`src/rtl/msx_mouse_port.sv`:
```
// msx_mouse_port: MSX mouse-protocol encoder for a single joystick port.
//
// Host mouse deltas are scaled, saturated to 8 bits and held in per-axis
// accumulators. The MSX side reads them as four nibbles, each one requested
// by a level change on the PSG strobe pin (stra):
//   index 0: snapshot taken, tx_x[7:4] driven (tx_x = sat8(-acc_x), tx_y = acc_y)
//   index 1: tx_x[3:0]    index 2: tx_y[7:4]    index 3: tx_y[3:0]
// If no strobe edge arrives for TIMEOUT cycles the index falls back to 0 so
// the next read starts a fresh packet.
//
// Build option:
//   MSX_MOUSE_ACCUM_EN  defined   : each mouse_strobe adds into the accumulator
//                                   (acc = sat8(acc + s)), motion is summed.
//                       undefined : each mouse_strobe overwrites the accumulator
//                                   (acc = sat8(s)), only the latest delta counts.
//
// Parameters:
//   DELTA_W  width of the signed host deltas
//   SCALE    arithmetic right shift applied to each delta before saturation
//   TIMEOUT  idle cycles (no stra edge) before the nibble index returns to 0
//   NIB_REV  1: mouse_out[3:0] = {n[0],n[1],n[2],n[3]}; 0: mouse_out[3:0] = n
//
// Ports:
//   clk_sys       system clock, rising edge
//   reset         synchronous active-high reset
//   mouse_x       signed X delta (positive = right)
//   mouse_y       signed Y delta, passed through unnegated
//   mouse_flags   buttons [0]=left [1]=right, 1 = pressed
//   mouse_strobe  one-cycle pulse qualifying mouse_x/mouse_y/mouse_flags
//   stra          PSG strobe pin; every level change requests the next nibble
//   joy_active    a real joystick is being used on this port
//   mouse_en      port is in mouse mode
//   mouse_out     [3:0] nibble, [5:4] buttons; active-low (1 = released)
//   nib_idx       current nibble index

module msx_mouse_port #(
  parameter int unsigned DELTA_W = 9,
  parameter int unsigned SCALE   = 1,
  parameter int unsigned TIMEOUT = 100000,
  parameter int unsigned NIB_REV = 1
) (
  input  logic               clk_sys,
  input  logic               reset,
  input  logic [DELTA_W-1:0] mouse_x,
  input  logic [DELTA_W-1:0] mouse_y,
  input  logic [1:0]         mouse_flags,
  input  logic               mouse_strobe,
  input  logic               stra,
  input  logic               joy_active,
  output logic               mouse_en,
  output logic [5:0]         mouse_out,
  output logic [1:0]         nib_idx
);

  // One bit wider than the widest operand so acc + s can never wrap.
  localparam int unsigned SumW = ((DELTA_W > 8) ? DELTA_W : 8) + 1;
  localparam int unsigned CntW = $clog2(TIMEOUT + 2);

  localparam logic signed [SumW-1:0] SatMax     = SumW'(127);
  localparam logic signed [SumW-1:0] SatMin     = -SumW'(128);
  localparam logic [CntW-1:0]        TimeoutVal = CntW'(TIMEOUT);
  localparam logic [CntW-1:0]        CntOne     = CntW'(1);

  // ---------------------------------------------------------------------------
  // Arithmetic helpers
  // ---------------------------------------------------------------------------
  function automatic logic signed [SumW-1:0] ext_delta(input logic signed [DELTA_W-1:0] v);
    return {{(SumW - DELTA_W){v[DELTA_W-1]}}, v};
  endfunction

  function automatic logic signed [SumW-1:0] ext_acc(input logic [7:0] v);
    return {{(SumW - 8){v[7]}}, v};
  endfunction

  function automatic logic [7:0] sat8(input logic signed [SumW-1:0] v);
    if (v > SatMax) return 8'h7F;
    if (v < SatMin) return 8'h80;
    return v[7:0];
  endfunction

  // ---------------------------------------------------------------------------
  // State
  // ---------------------------------------------------------------------------
  logic            mouse_en_q, mouse_en_d;
  logic            stra_q;
  logic [1:0]      idx_q, idx_d;
  logic [3:0]      nib_q, nib_d;
  logic [1:0]      btn_q;
  logic [7:0]      acc_x_q, acc_x_d;
  logic [7:0]      acc_y_q, acc_y_d;
  logic [7:0]      tx_x_q, tx_x_d;
  logic [7:0]      tx_y_q, tx_y_d;
  logic [CntW-1:0] cnt_q, cnt_d;

  logic signed [DELTA_W-1:0] s_x, s_y;
  logic                      strobe_edge;
  logic                      shift;
  logic                      snapshot;
  logic [3:0]                nib_sel;

  assign s_x = $signed(mouse_x) >>> SCALE;
  assign s_y = $signed(mouse_y) >>> SCALE;

  assign strobe_edge = stra ^ stra_q;
  assign shift       = strobe_edge & mouse_en_q;
  assign snapshot    = shift && (idx_q == 2'd0);

  // ---------------------------------------------------------------------------
  // Mode select: a mouse report claims the port, joystick use releases it.
  // ---------------------------------------------------------------------------
  always_comb begin
    mouse_en_d = mouse_en_q;
    if (mouse_strobe) begin
      mouse_en_d = 1'b1;
    end else if (joy_active) begin
      mouse_en_d = 1'b0;
    end
  end

  // ---------------------------------------------------------------------------
  // Accumulators and transmit snapshot
  // ---------------------------------------------------------------------------
  always_comb begin
    tx_x_d  = tx_x_q;
    tx_y_d  = tx_y_q;
    acc_x_d = acc_x_q;
    acc_y_d = acc_y_q;

    if (snapshot) begin
      // X is reported negated; -(-128) saturates to +127.
      tx_x_d  = sat8(-ext_acc(acc_x_q));
      tx_y_d  = acc_y_q;
      acc_x_d = 8'h00;
      acc_y_d = 8'h00;
    end

    // Intake after the snapshot clear so a coincident report lands in the
    // fresh accumulator instead of being dropped.
    if (mouse_strobe) begin
`ifdef MSX_MOUSE_ACCUM_EN
      acc_x_d = sat8(ext_acc(acc_x_d) + ext_delta(s_x));
      acc_y_d = sat8(ext_acc(acc_y_d) + ext_delta(s_y));
`else
      acc_x_d = sat8(ext_delta(s_x));
      acc_y_d = sat8(ext_delta(s_y));
`endif
    end
  end

  // ---------------------------------------------------------------------------
  // Nibble sequencer and inactivity timeout
  // ---------------------------------------------------------------------------
  always_comb begin
    nib_sel = 4'hF;
    unique case (idx_q)
      2'd0: nib_sel = tx_x_d[7:4];  // uses the snapshot taken this cycle
      2'd1: nib_sel = tx_x_q[3:0];
      2'd2: nib_sel = tx_y_q[7:4];
      2'd3: nib_sel = tx_y_q[3:0];
    endcase
  end

  always_comb begin
    nib_d = nib_q;
    idx_d = idx_q;
    cnt_d = cnt_q;

    if (!mouse_en_d) begin
      // Leaving (or staying out of) mouse mode parks the sequencer.
      nib_d = 4'hF;
      idx_d = 2'd0;
      cnt_d = '0;
    end else if (shift) begin
      nib_d = (NIB_REV != 0) ? {nib_sel[0], nib_sel[1], nib_sel[2], nib_sel[3]} : nib_sel;
      idx_d = idx_q + 2'd1;
      cnt_d = TimeoutVal;
    end else if (cnt_q != '0) begin
      cnt_d = cnt_q - CntOne;
      if (cnt_q == CntOne) begin
        idx_d = 2'd0;
      end
    end
  end

  // ---------------------------------------------------------------------------
  // Registers
  // ---------------------------------------------------------------------------
  always_ff @(posedge clk_sys) begin
    if (reset) begin
      mouse_en_q <= 1'b0;
      stra_q     <= stra;  // no phantom edge when reset releases
      idx_q      <= 2'd0;
      nib_q      <= 4'hF;
      btn_q      <= 2'b11;
      acc_x_q    <= 8'h00;
      acc_y_q    <= 8'h00;
      tx_x_q     <= 8'h00;
      tx_y_q     <= 8'h00;
      cnt_q      <= '0;
    end else begin
      mouse_en_q <= mouse_en_d;
      stra_q     <= stra;
      idx_q      <= idx_d;
      nib_q      <= nib_d;
      btn_q      <= ~mouse_flags;
      acc_x_q    <= acc_x_d;
      acc_y_q    <= acc_y_d;
      tx_x_q     <= tx_x_d;
      tx_y_q     <= tx_y_d;
      cnt_q      <= cnt_d;
    end
  end

  assign mouse_en  = mouse_en_q;
  assign mouse_out = {btn_q, nib_q};
  assign nib_idx   = idx_q;

endmodule
```
`config.mk`:
```
export PLATFORM = sky130hd
export DESIGN_NAME = msx_mouse_port
export DESIGN_NICKNAME = d
export VERILOG_FILES = /design/src/rtl/msx_mouse_port.sv
export SDC_FILE = /design/constraint.sdc
export NUM_CORES = 1
export LEC_CHECK = 0
export BUFFER_PORTS_ARGS = -buffer_cell sky130_fd_sc_hd__buf_2
export CAP_MARGIN = 0
export CORE_MARGIN = 3
export CORE_UTILIZATION = 50
export CTS_BUF_LIST = sky130_fd_sc_hd__clkbuf_8 sky130_fd_sc_hd__clkbuf_16
export DETAILED_ROUTE_END_ITERATION = 8
export PLACE_DENSITY = 0.8
export SLEW_MARGIN = 20
export SYNTH_ARGS = -nofsm -noshare
export SYNTH_HDL_FRONTEND = slang
export SYNTH_SLANG_ARGS = --single-unit
```
`constraint.sdc`:
```
create_clock -name clk_sys -period 2.5 [get_ports clk_sys]
set_clock_uncertainty 0.15 [all_clocks]
set_input_delay 0.25 -clock clk_sys [delete_from_list [all_inputs] [get_ports clk_sys]]
set_output_delay 0.25 -clock clk_sys [all_outputs]
set_load 0.1 [all_outputs]
```
==> summary.txt <==
Floorplanning
  – Die height: 80.5 µm
  – Die width: 80.5 µm
  – Initial core utilization: 0.529
  – Top Ports: 34
  – DIE AREA: between 0.006 and 0.007 mm²
  – Core box area: roughly 0.0052 mm²
  – Std cell rows: 26

Clocking
  – H-tree levels: 3
  – Root Driver: clkbuf_8
  – Clk buf depth: 2
  – CTS tree: built
  – Reg clk slew, reported paths: roughly 0.07 ns
  – Skew-Pair Late Insertion Delay: 0.35 ns
  – CTS Buf Count: 9
  – Sink Count: just under 60

Pwr
  – Clock network power share: 0.238
  – NetSw: around 1.6 mW
  – P_int: 2.40 mW
  – Sw Ratio: 0.402
  – Leakage: 1.32 nW
  – VDD IR max: ~0.00085 V
  – Gate power share: 0.445
  – Seq pwr share: 0.318
  – Power Density: around 1200 mW/mm²

Critical path
  – WP depth: 6
  – Setup crit end kind: flop
  – Type of the worst setup path: flop to flop
  – Critical path, cell by cell: inv_1, ha_1, or4b_2, a2111o_1, a211oi_1, o21ai_0
  – Crit path max-delay family: compound AO/OA/AOI/OAI gates
  – Startpoint Class: flop
  – Worst EP arrival: around 2.4 ns
  – Critical Path Max Stage Delay: 0.64 ns
  – Worst R2R Path Depth: 6
  – Worst Path Max Fanout: 7
  – CP max-delay cell: or4b_2
  – CP Data Required Time: around 2.6 ns
  – Worst path bufs/invs: 1

Cells and area
  – Layout cells sized above 1: 0.154
  – Most frequent cells in the layout: dfxtp_1 (59), nand2_1 (53), a21oi_1 (44)
  – NumNets Final: between 400 and 500
  – Final non-filler cell total: between 400 and 500
  – Multi-input gate area: ~0.0015 mm²
  – Commonest non-fill, non-tap cell in the layout: dfxtp_1
  – # fillers: ~460
  – Ant diodes: 0
  – Area growth, synth to finish: 22.4%
  – Post-route cell area: 0.00339 mm²
  – FF+latch area: 0.00118 mm²

Synth
  – Syn_nets: roughly 380
  – Post-synth EDFFs: 0
  – Main flop type after synthesis: dfxtp_1
  – Cell area after synthesis: about 0.0028 mm²
  – Seq/Total Area, Yosys: 0.426
  – Avg Cell Area, Syn: around 8.1 µm²
  – Post-synth cell types: 42
  – Synth Instances: 343
  – Async SR Flop Fraction: 0
  – Synth Warn #: 0
  – Flops & latches, synth: 59

Placement
  – Hpwl dp: between 4 and 5 mm
  – Post-DP Area: between 0.002 and 0.003 mm²
  – DP Worst Slack: ~0.19 ns
  – DP Cell Count: around 430
  – PortBufs: 31
  – RD Place Congestion: 0.864

Detailed routing
  – DRC marker count from the first detailed-route iteration: between 200 and 250
  – Number of vias per cell: approximately 5.7
  – WL final: about 6.7 mm
  – DRC viols: 0
  – First-pass DRT Iterations: 5
  – DR vias: 2664
  – Post-DRT Antenna Nets: 0
  – Post-DR wirelength/cell: 14.4 µm

Status
  – Status: finished, final reports clean

STA
  – Final worst slack: between 0.15 and 0.2 ns
  – Setup TNS Final: 0 ns
  – Setup-failing EPs final: 0
  – Slew headroom: 0.600
  – Period minus WS final: roughly 2.3 ns
  – Final period util: 0.933
  – Slew @ Worst Pin: between 0.5 and 0.6 ns
  – Max Clk Rate: approximately 0.43 GHz
  – RSZ-0062 raised after global routing: false
  – Max-slew violation count: 0
  – Final hold viol count: 0

Global routing
  – Total GRT Usage: 0.229
  – Vias in the first global route: 2478
  – First-pass GRT wire length: roughly 11 mm
  – Largest net degree at the start of global routing: 36
  – Initial antenna violation count: 0
  – Remaining global-route overflow: 0

Worst hold path
  – Worst Hold Class: input port to flop
  – WHS Path Cells: 3

Flow run
  – Max_cap viols: 0
-- cell type report --
class,count,share of cell area
clock buffer,9,0.0365
clock inverter,7,0.0273
inverter,12,0.0133
multi-input combinational,252,0.435
sequential,59,0.348
tap,70,0.0258
timing repair buffer,56,0.114
-- cells in the mapped netlist, drive strengths merged, types with 2 or more instances --
cell type  count  share of area
dfxtp         59           0.43
nand2         53          0.072
a21oi         44          0.079
nand3         21          0.038
clkbuf        19          0.026
nor2          14          0.019
inv           11          0.015
o21ai         11          0.020
a211oi        10          0.027
nand2b         9          0.020
ha             8          0.036
o31ai          8          0.022
or3            8          0.018
a31oi          7          0.016
nor3           7          0.013
or4            7          0.022
nor4           6          0.014
a221oi         3         0.0095
mux2i          3          0.011
o41ai          3         0.0095
a21o           2         0.0054
a222oi         2         0.0072
a22o           2         0.0063
a41oi          2         0.0063
and3           2         0.0045
nand4          2         0.0045
nor2b          2         0.0045
nor3b          2         0.0054
o211ai         2         0.0054
or2            2         0.0045
xor2           2         0.0063
-- worst register-to-register path: cells and delay by family, from the launching register on --
family	cells	cell delay, ns
AOI/OAI and AO/OA	3	0.76
and+or+nand+nor	1	0.64
DFF	1	0.37
adders and majority gates	1	0.22
buffers and inverters	1	0.08
-- metrics by stage --
| step | total power [mW] | hold WS [ns] | utilization |
|---|---|---|---|
| final | 4.01 | 0.0152 | 0.648 |
| after global routing | 4.30 | 0.0176 | 0.648 |
| after CTS | 3.98 | 0.0000155 | 0.646 |
| after detailed placement | 3.00 | 0.232 | 0.573 |
| after global placement | 2.96 | 0.227 | 0.573 |
| after floorplan | 2.60 | 0.128 | - |
-- registers in the layout (all words and copies together), names as in the netlist --
name,count
btn_q,2
tx_y_q,8
acc_y_q,8
nib_idx,2
acc_x_q,8
tx_x_q,8
cnt_q,17
mouse_en,1
nib_q,4
stra_q,1
-- timing repair --
action | in CTS | in global routing
setup buffers | 0 | 0
resized for setup | 0 | 1
hold endpoints to repair | 17 | 0
setup endpoints to repair | 0 | 6
hold buffers | 17 | 0
-- layer usage --
metal  track usage  vias to the layer above  routed length, µm
met5             0                        -                  0
met4        0.0811                        0                130
met3        0.0605                       17                368
met2         0.384                       83               3220
met1         0.282                     1225               2990
li1              -                     1339                  -
-- kinds of logic (layout without fill, tap and decap cells) --
family | count (synthesis) | count (layout) | synth area share
and+or+nand+nor | 138 | 138 | 0.247
AOI/OAI and AO/OA | 100 | 100 | 0.227
DFF | 59 | 59 | 0.426
buffers and inverters | 32 | 84 | 0.0438
adders and majority gates | 8 | 8 | 0.0361
xor gates and xnor gates | 3 | 3 | 0.00948
muxes | 3 | 3 | 0.0108
-- power groups by stage --
stage	Clock, mW	Sequential, mW	Combinational, mW
2_1_floorplan	0	1.28	1.32
3_3_place_gp	0	1.28	1.68
3_5_place_dp	0	1.29	1.72
4_1_cts	0.967	1.27	1.75
5_1_grt	1.01	1.30	1.99
6_report	0.953	1.27	1.78
-- final timing paths --
check                     startpoint                 endpoint  slack (ns)
min                       mouse_y[6]  acc_y_q[5]$_SDFFE_PP0P_        0.02
min reg2reg  acc_y_q[2]$_SDFFE_PP0P_   tx_y_q[2]$_SDFFE_PP0P_        0.30
max          acc_x_q[0]$_SDFFE_PP0P_    nib_q[1]$_SDFFE_PP1P_        0.17
max reg2reg  acc_x_q[0]$_SDFFE_PP0P_    nib_q[1]$_SDFFE_PP1P_        0.17
No activity file was read; power rests on OpenSTA's default activity.
